File: config.mk
export PLATFORM = sky130hd
export DESIGN_NAME = mem_lsu_seq
export DESIGN_NICKNAME = d
export VERILOG_FILES = /design/src/rtl/mem_lsu_seq_pkg.sv /design/src/rtl/lsu_prio_enc.sv /design/src/rtl/mem_lsu_seq.sv
export SDC_FILE = /design/constraint.sdc
export NUM_CORES = 1
export LEC_CHECK = 0
export BUFFER_PORTS_ARGS = -buffer_cell sky130_fd_sc_hd__buf_2
export CAP_MARGIN = 5
export CORE_ASPECT_RATIO = 1.5
export CORE_MARGIN = 4
export CORE_UTILIZATION = 40
export DETAILED_ROUTE_END_ITERATION = 8
export PLACE_DENSITY = 0.59
export SLEW_MARGIN = 30
export SYNTH_ARGS = -nofsm -noshare
export SYNTH_HDL_FRONTEND = slang
export SYNTH_SLANG_ARGS = --single-unit
export TNS_END_PERCENT = 50
File: constraint.sdc
create_clock -name clk_i -period 14.2 [get_ports clk_i]
set_clock_uncertainty 0.05 [all_clocks]
set_input_delay 2.84 -clock clk_i [delete_from_list [all_inputs] [get_ports clk_i]]
set_output_delay 2.84 -clock clk_i [all_outputs]
set_load 0.05 [all_outputs]
File: src/rtl/mem_lsu_seq_pkg.sv
// Shared decode constants, FSM state type and instruction-class helpers for the memory-stage LSU.
package mem_lsu_seq_pkg;

   typedef enum logic [2:0] {
      StIdle,
      StXfer,
      StSwb,
      StMulti,
      StMwb
   } lsu_state_e;

   localparam int unsigned InsnP = 24;
   localparam int unsigned InsnU = 23;
   localparam int unsigned InsnB = 22;
   localparam int unsigned InsnW = 21;
   localparam int unsigned InsnL = 20;
   localparam int unsigned InsnRn = 16;
   localparam int unsigned InsnRd = 12;

   localparam logic [1:0] LdrStrPat = 2'b01;
   localparam logic [2:0] LdmStmPat = 3'b100;

   function automatic logic is_ldrstr(input logic [31:0] insn);
      return insn[27:26] == LdrStrPat;
   endfunction

   function automatic logic is_ldmstm(input logic [31:0] insn);
      return insn[27:25] == LdmStmPat;
   endfunction

endpackage

File: src/rtl/lsu_prio_enc.sv
// Lowest-set-bit priority encoder for the block-transfer register list.
module lsu_prio_enc #(
   parameter int unsigned NREG = 16,
   parameter int unsigned RW   = $clog2(NREG)
) (
   input  logic [NREG-1:0] list_i,
   output logic [RW-1:0]   idx_o,
   output logic [NREG-1:0] clr_o,
   output logic            vld_o
);

   // Scan from the top so the last hit is the lowest index.
   always_comb begin
      idx_o = '0;
      clr_o = '0;
      for (int i = NREG - 1; i >= 0; i--) begin
         if (list_i[i]) begin
            idx_o    = RW'(i);
            clr_o    = '0;
            clr_o[i] = 1'b1;
         end
      end
   end

   assign vld_o = |list_i;

endmodule

File: src/rtl/mem_lsu_seq.sv
// Memory-stage load/store unit: single LDR/STR and LDM/STM block transfers over a shared bus,
// with one regfile read port for store data and one registered writeback port.
module mem_lsu_seq
   import mem_lsu_seq_pkg::*;
#(
   parameter int unsigned DW   = 32,
   parameter int unsigned AW   = 32,
   parameter int unsigned NREG = 16,
   parameter int unsigned RW   = $clog2(NREG)
) (
   input  logic              clk_i,
   input  logic              rst_i,
   output logic [AW-1:0]     busaddr_o,
   output logic              rd_req_o,
   output logic              wr_req_o,
   output logic [DW/8-1:0]   wr_be_o,
   output logic [DW-1:0]     wr_data_o,
   input  logic              rw_wait_i,
   input  logic [DW-1:0]     rd_data_i,
   output logic [RW-1:0]     st_read_o,
   input  logic [DW-1:0]     st_data_i,
   input  logic              inbubble_i,
   input  logic [31:0]       pc_i,
   input  logic [31:0]       insn_i,
   input  logic [AW-1:0]     op0_i,
   input  logic [AW-1:0]     op1_i,
   input  logic              write_reg_i,
   input  logic [RW-1:0]     write_num_i,
   input  logic [DW-1:0]     write_data_i,
   output logic              outstall_o,
   output logic              outbubble_o,
   output logic [31:0]       outpc_o,
   output logic [31:0]       outinsn_o,
   output logic              out_write_reg_o,
   output logic [RW-1:0]     out_write_num_o,
   output logic [DW-1:0]     out_write_data_o
);

   localparam int unsigned NB = DW / 8;
   localparam int unsigned LB = $clog2(NB);

   function automatic logic [RW:0] popcnt(input logic [NREG-1:0] v);
      logic [RW:0] c;
      c = '0;
      for (int i = 0; i < NREG; i++) begin
         c = c + {{RW{1'b0}}, v[i]};
      end
      return c;
   endfunction

   lsu_state_e      state_q, state_d;
   logic [NREG-1:0] list_q, list_d;
   logic [AW-1:0]   addr_q, addr_d;
   logic            outbubble_q, outbubble_d;
   logic            wb_q, wb_d;
   logic [RW-1:0]   wb_num_q, wb_num_d;
   logic [DW-1:0]   wb_data_q, wb_data_d;
   logic [31:0]     outpc_q, outinsn_q;

   logic            is_single, is_block;
   logic            bit_p, bit_u, bit_b, bit_w, bit_l;
   logic [RW-1:0]   rd, rn;
   logic [NREG-1:0] list_in, cur_list, cur_clr, list_rest;
   logic [RW-1:0]   cur_idx;
   logic            cur_vld;
   logic [AW-1:0]   ea, saddr, span, blk_start, blk_wb, cur_addr;
   logic [LB-1:0]   lane;
   logic [DW-1:0]   rot, ld_val;
   logic            single_act, block_act, last_c;
   logic            unused_insn;

   assign is_single = !inbubble_i && is_ldrstr(insn_i);
   assign is_block  = !inbubble_i && is_ldmstm(insn_i);
   assign bit_p     = insn_i[InsnP];
   assign bit_u     = insn_i[InsnU];
   assign bit_b     = insn_i[InsnB];
   assign bit_w     = insn_i[InsnW];
   assign bit_l     = insn_i[InsnL];
   assign rd        = insn_i[InsnRd +: RW];
   assign rn        = insn_i[InsnRn +: RW];
   assign list_in   = insn_i[NREG-1:0];
   assign unused_insn = ^insn_i[31:28];

   assign ea    = bit_u ? op0_i + op1_i : op0_i - op1_i;
   assign saddr = bit_p ? ea : op0_i;
   assign lane  = saddr[LB-1:0];
   assign span  = AW'(popcnt(list_in)) << LB;
   assign blk_wb = bit_u ? op0_i + span : op0_i - span;

   always_comb begin
      case ({bit_p, bit_u})
         2'b01:   blk_start = op0_i;
         2'b11:   blk_start = op0_i + AW'(NB);
         2'b00:   blk_start = op0_i - span + AW'(NB);
         default: blk_start = op0_i - span;
      endcase
   end

   // Later beats come from the latched list/address; the entry beat comes straight from the inputs.
   assign cur_list = (state_q == StMulti) ? list_q : list_in;
   assign cur_addr = (state_q == StMulti) ? addr_q : blk_start;

   lsu_prio_enc #(
      .NREG (NREG),
      .RW   (RW)
   ) u_prio_enc (
      .list_i (cur_list),
      .idx_o  (cur_idx),
      .clr_o  (cur_clr),
      .vld_o  (cur_vld)
   );

   assign list_rest = cur_list & ~cur_clr;

   always_comb begin
      logic [LB-1:0] src;
      rot = '0;
      src = '0;
      for (int i = 0; i < NB; i++) begin
         src = LB'(i) + lane;
         rot[8*i +: 8] = rd_data_i[8*src +: 8];
      end
   end

   assign ld_val = bit_b ? {{(DW-8){1'b0}}, rot[7:0]} : rot;

   assign single_act = (state_q == StXfer) || (state_q == StIdle && is_single);
   assign block_act  = (state_q == StMulti) || (state_q == StIdle && is_block && cur_vld);

   always_comb begin
      busaddr_o = '0;
      rd_req_o  = 1'b0;
      wr_req_o  = 1'b0;
      wr_be_o   = '0;
      wr_data_o = '0;
      st_read_o = '0;
      if (single_act) begin
         busaddr_o = {saddr[AW-1:LB], {LB{1'b0}}};
         rd_req_o  = bit_l;
         wr_req_o  = !bit_l;
         if (!bit_l) begin
            st_read_o = rd;
            if (bit_b) begin
               wr_data_o = {NB{st_data_i[7:0]}};
               wr_be_o   = NB'(1) << lane;
            end else begin
               wr_data_o = st_data_i;
               wr_be_o   = '1;
            end
         end
      end else if (block_act) begin
         busaddr_o = {cur_addr[AW-1:LB], {LB{1'b0}}};
         rd_req_o  = bit_l;
         wr_req_o  = !bit_l;
         if (!bit_l) begin
            st_read_o = cur_idx;
            wr_data_o = st_data_i;
            wr_be_o   = '1;
         end
      end
   end

   always_comb begin
      state_d     = state_q;
      list_d      = list_q;
      addr_d      = addr_q;
      outbubble_d = 1'b1;
      wb_d        = 1'b0;
      wb_num_d    = wb_num_q;
      wb_data_d   = wb_data_q;
      outstall_o  = 1'b0;
      last_c      = 1'b0;
      if (single_act) begin
         if (rw_wait_i) begin
            outstall_o = 1'b1;
            state_d    = StXfer;
         end else begin
            if (bit_l) begin
               wb_d      = 1'b1;
               wb_num_d  = rd;
               wb_data_d = ld_val;
            end
            if (bit_w || !bit_p) begin
               outstall_o = 1'b1;
               state_d    = StSwb;
            end else begin
               last_c = 1'b1;
            end
         end
      end else if (block_act) begin
         if (state_q == StIdle) begin
            list_d = list_in;
            addr_d = blk_start;
         end
         if (rw_wait_i) begin
            outstall_o = 1'b1;
            state_d    = StMulti;
         end else begin
            if (bit_l) begin
               wb_d      = 1'b1;
               wb_num_d  = cur_idx;
               wb_data_d = rd_data_i;
            end
            list_d = list_rest;
            addr_d = cur_addr + AW'(NB);
            if (|list_rest) begin
               outstall_o = 1'b1;
               state_d    = StMulti;
            end else if (bit_w) begin
               outstall_o = 1'b1;
               state_d    = StMwb;
            end else begin
               last_c = 1'b1;
            end
         end
      end else begin
         unique case (state_q)
            StSwb: begin
               last_c = 1'b1;
               // A load into the base register keeps the loaded value.
               if (!(bit_l && rd == rn)) begin
                  wb_d      = 1'b1;
                  wb_num_d  = rn;
                  wb_data_d = DW'(ea);
               end
            end
            StMwb: begin
               last_c = 1'b1;
               if (!(bit_l && list_in[rn])) begin
                  wb_d      = 1'b1;
                  wb_num_d  = rn;
                  wb_data_d = DW'(blk_wb);
               end
            end
            default: begin
               if (is_block) begin
                  last_c = 1'b1;
                  if (bit_w) begin
                     wb_d      = 1'b1;
                     wb_num_d  = rn;
                     wb_data_d = DW'(blk_wb);
                  end
               end else begin
                  wb_d        = write_reg_i;
                  wb_num_d    = write_num_i;
                  wb_data_d   = write_data_i;
                  outbubble_d = inbubble_i;
               end
            end
         endcase
      end
      if (last_c) begin
         outbubble_d = 1'b0;
         state_d     = StIdle;
      end
   end

   always_ff @(posedge clk_i or posedge rst_i) begin
      if (rst_i) begin
         state_q     <= StIdle;
         list_q      <= '0;
         addr_q      <= '0;
         outbubble_q <= 1'b1;
         wb_q        <= 1'b0;
         wb_num_q    <= '0;
         wb_data_q   <= '0;
         outpc_q     <= '0;
         outinsn_q   <= '0;
      end else begin
         state_q     <= state_d;
         list_q      <= list_d;
         addr_q      <= addr_d;
         outbubble_q <= outbubble_d;
         wb_q        <= wb_d;
         wb_num_q    <= wb_num_d;
         wb_data_q   <= wb_data_d;
         outpc_q     <= pc_i;
         outinsn_q   <= insn_i;
      end
   end

   assign outbubble_o      = outbubble_q;
   assign outpc_o          = outpc_q;
   assign outinsn_o        = outinsn_q;
   assign out_write_reg_o  = wb_q;
   assign out_write_num_o  = wb_num_q;
   assign out_write_data_o = wb_data_q;

endmodule

==> flow_summary.ini <==
[drt]
wl_met2_microns = 39600
viasPerCell = 6.43
drt-initial-drc-count = 2244
wirelength_microns = 83700
postRouteAntennaNets = 0
post-route-drc-count = 0
dr.pass1.iters = 6
via_count = 20600
route.met3.wl_microns = 7390
topRoutingLayerUsed = met5
wl_met1_microns = 30000
routedWlPerCell_microns = 26.1

[place]
place_congestion = 0.995
dp_hpwl_microns = 64500
place_area_sq_mm = 0.0199
portBuffers = 407

[setup_path]
worst-path-buf-inv = 5
cp_common_cell = fa_1
cp.required_ns = 11.31
r2r_start = state_q[2]
cp_max_fo = 20
reg2regPathDepth = 13
critPathMaxStageDelay_ns = 0.60
critical-path-top-delay-family = adder cells
cp-end-kind = primary output
crit_slowest_cell = fa_1
worstSetupStartpointType = input pin
path_class = in -> out
r2r-end = out_write_data_o[22]
ff2ff_setup_slack_ns = 8.31
arrival_ns = 10.60

[cells_and_area]
final_nets = 2909
num-fill-cells = 4379
multiInputGateArea_sq_mm = 0.0128
stdcell_area_sq_mm = 0.0206
regArea_sq_mm = 0.00378
layout-drive-gt1-share = 0.224
area_delta_synth_final_pct = 18.2

[clocking]
cts_resized = 0
cts_tree = yes
numCtsBuffers = 17
clockRootBuffer = clkbuf_16
clock_latency_ns = 0.45
cts_hold_buf = 0
clk_path_buf_depth = 2
cts_max_level = 4
clk_pin_slew_ns = 0.08
post_cts_buffers = 0
clock-sinks = 151

[yosys]
synth_most_common_cell = nand2_1
ys_ff_latch = 151
synth_area_leaders = dfrtp_1, a21oi_1, nand2_1
ys_types = 101
netlist_instances = 2308
synth_area_leader_cell = dfrtp_1
synth_common_cells = nand2_1, a21oi_1, nor2_1
ys_warn_count = 0
synth-seq-area-share = 0.217
synth_top_area_frac = 0.216
syn-mean-instance-area_sq_um = 7.54
syn_area_sq_mm = 0.0174
ys.flop_type = dfrtp_1
synth_edf_count = 0
synthArstFlopShare = 1.00

[outcome]
status = finished, final reports clean

[pwr]
power.density_mw_per_mm2 = 216
ir_drop_v = 0.000210
leakage_uw = 0.00881

[sta]
slew_headroom = 0.287
max_freq_ghz = 0.0741
setup_viol = 0
tightestPinTransition_ns = 1.06
hold_violations = 0
setup_total_negative_slack_ns = 0
period_share = 0.950
period_minus_slack_ns = 13.49
drv_slew = 0
rsz0062_at_grt = false

[floorplan]
core_area_sq_mm = 0.0429
chipHeight_microns = 263
io_pins = 410
start_util = 0.405
die_w_microns = 178
dieArea_sq_mm = 0.0470
row_count = 93

[global_route]
grt_pass1_wl_microns = 122000
grt_max_degree = 87
grt_overflow_total = 0
grt_use_total = 0.338
grt_pass1_vias = 19200
antenna_found_initial = 15

[hold_path]
min_path_type = reg -> reg
hold_start = addr_q[3]
hold_path_end = addr_q[3]
whs_path_depth = 2

[flow_run]
cap_violations = 0
[final cells by class]
type,count,area share
inverters,80,0.0150
clock inverters,12,0.00822
diodes,13,0.00158
multi-input cells,1908,0.621
flip-flops and latches,151,0.184
clock buffers,20,0.0217
repair buffers,446,0.113
well taps,570,0.0347
[where the power goes]
group | switching (uW) | total, uW | internal [uW] | leakage (uW)
Combinational | 2360 | 3270 | 915 | 0.00674
Sequential | 96.1 | 662 | 566 | 0.00177
Clock | 221 | 507 | 286 | 0.000299
Total | 2670 | 4440 | 1770 | 0.00881
[placed cells by master (no fill, tap or decap), types with 14 or more instances in the layout]
| cell | count |
|---|---|
| or3_1 | 14 |
| mux4_2 | 27 |
| o31ai_1 | 23 |
| or4_1 | 17 |
| nor3_1 | 59 |
| and2_1 | 22 |
| o211ai_1 | 18 |
| a21o_1 | 26 |
| nand2_1 | 248 |
| o22ai_1 | 29 |
| xnor2_1 | 73 |
| nand2b_1 | 16 |
| and3_1 | 24 |
| mux2_2 | 18 |
| nand4_1 | 20 |
| a31oi_1 | 46 |
| a21oi_1 | 246 |
| nor2_1 | 236 |
| clkbuf_16 | 17 |
| mux2i_1 | 68 |
| a22oi_1 | 20 |
| dfrtp_1 | 150 |
| xor2_1 | 68 |
| buf_2 | 407 |
| ha_1 | 58 |
| nor4_1 | 27 |
| o21ai_0 | 127 |
| nor2b_1 | 14 |
| nand3_1 | 62 |
| buf_4 | 38 |
| a221oi_1 | 25 |
| inv_1 | 77 |
[metrics by stage]
step | utilization | hold slack [ns] | setup slack, ns | instances | total power, uW
5_1_grt | 0.479 | 0.439 | 0.379 | 3198 | 4680
2_1_floorplan | - | 0.389 | 1.77 | 2309 | 2920
4_1_cts | 0.478 | 0.431 | 0.825 | 3187 | 4400
3_3_place_gp | 0.463 | 0.402 | 0.945 | 3155 | 3830
3_5_place_dp | 0.463 | 0.411 | 0.876 | 3155 | 3880
6_report | 0.479 | 0.431 | 0.711 | 3200 | 4440
[flip-flops by register name, summed over array words and instances (netlist names)]
name / count
addr_q: 30
list_q: 16
outpc_o: 32
out_write_data_o: 32
out_write_num_o: 4
state_q: 3
out_write_reg_o: 1
outinsn_o: 32
outbubble_o: 1
[cells by family after synthesis]
kind of cell,synth area share
and+or+nand+nor,0.227
AOI/OAI and AO/OA,0.283
buffers and inverters,0.0549
DFF,0.217
xor gates and xnor gates,0.0710
muxes,0.0869
adders and majority gates,0.0597
other,0.000215
[layer usage]
layer / global-route usage / up-vias
met4: 0.222 / 2
met1: 0.399 / 9861
met5: 0 / -
met2: 0.558 / 1267
li1: - / 9150
met3: 0.0570 / 290
[worst min-delay path, cell delays in order (launching register included)]
cell and delay, ns:
dfrtp_1 0.34, nand2_1 0.04, o21ai_0 0.06
[worst max-delay path by stage]
stage,end,cells after the start,startpoint,slack [ns]
5_1_grt,busaddr_o[31],26,insn_i[0],0.38
3_3_place_gp,busaddr_o[31],28,insn_i[0],0.94
3_5_place_dp,busaddr_o[31],26,insn_i[0],0.88
4_1_cts,busaddr_o[31],26,insn_i[0],0.82
2_1_floorplan,busaddr_o[30],24,insn_i[0],1.77
6_report,busaddr_o[31],26,insn_i[0],0.71
Note: power is estimated with default switching activity, not from simulation.
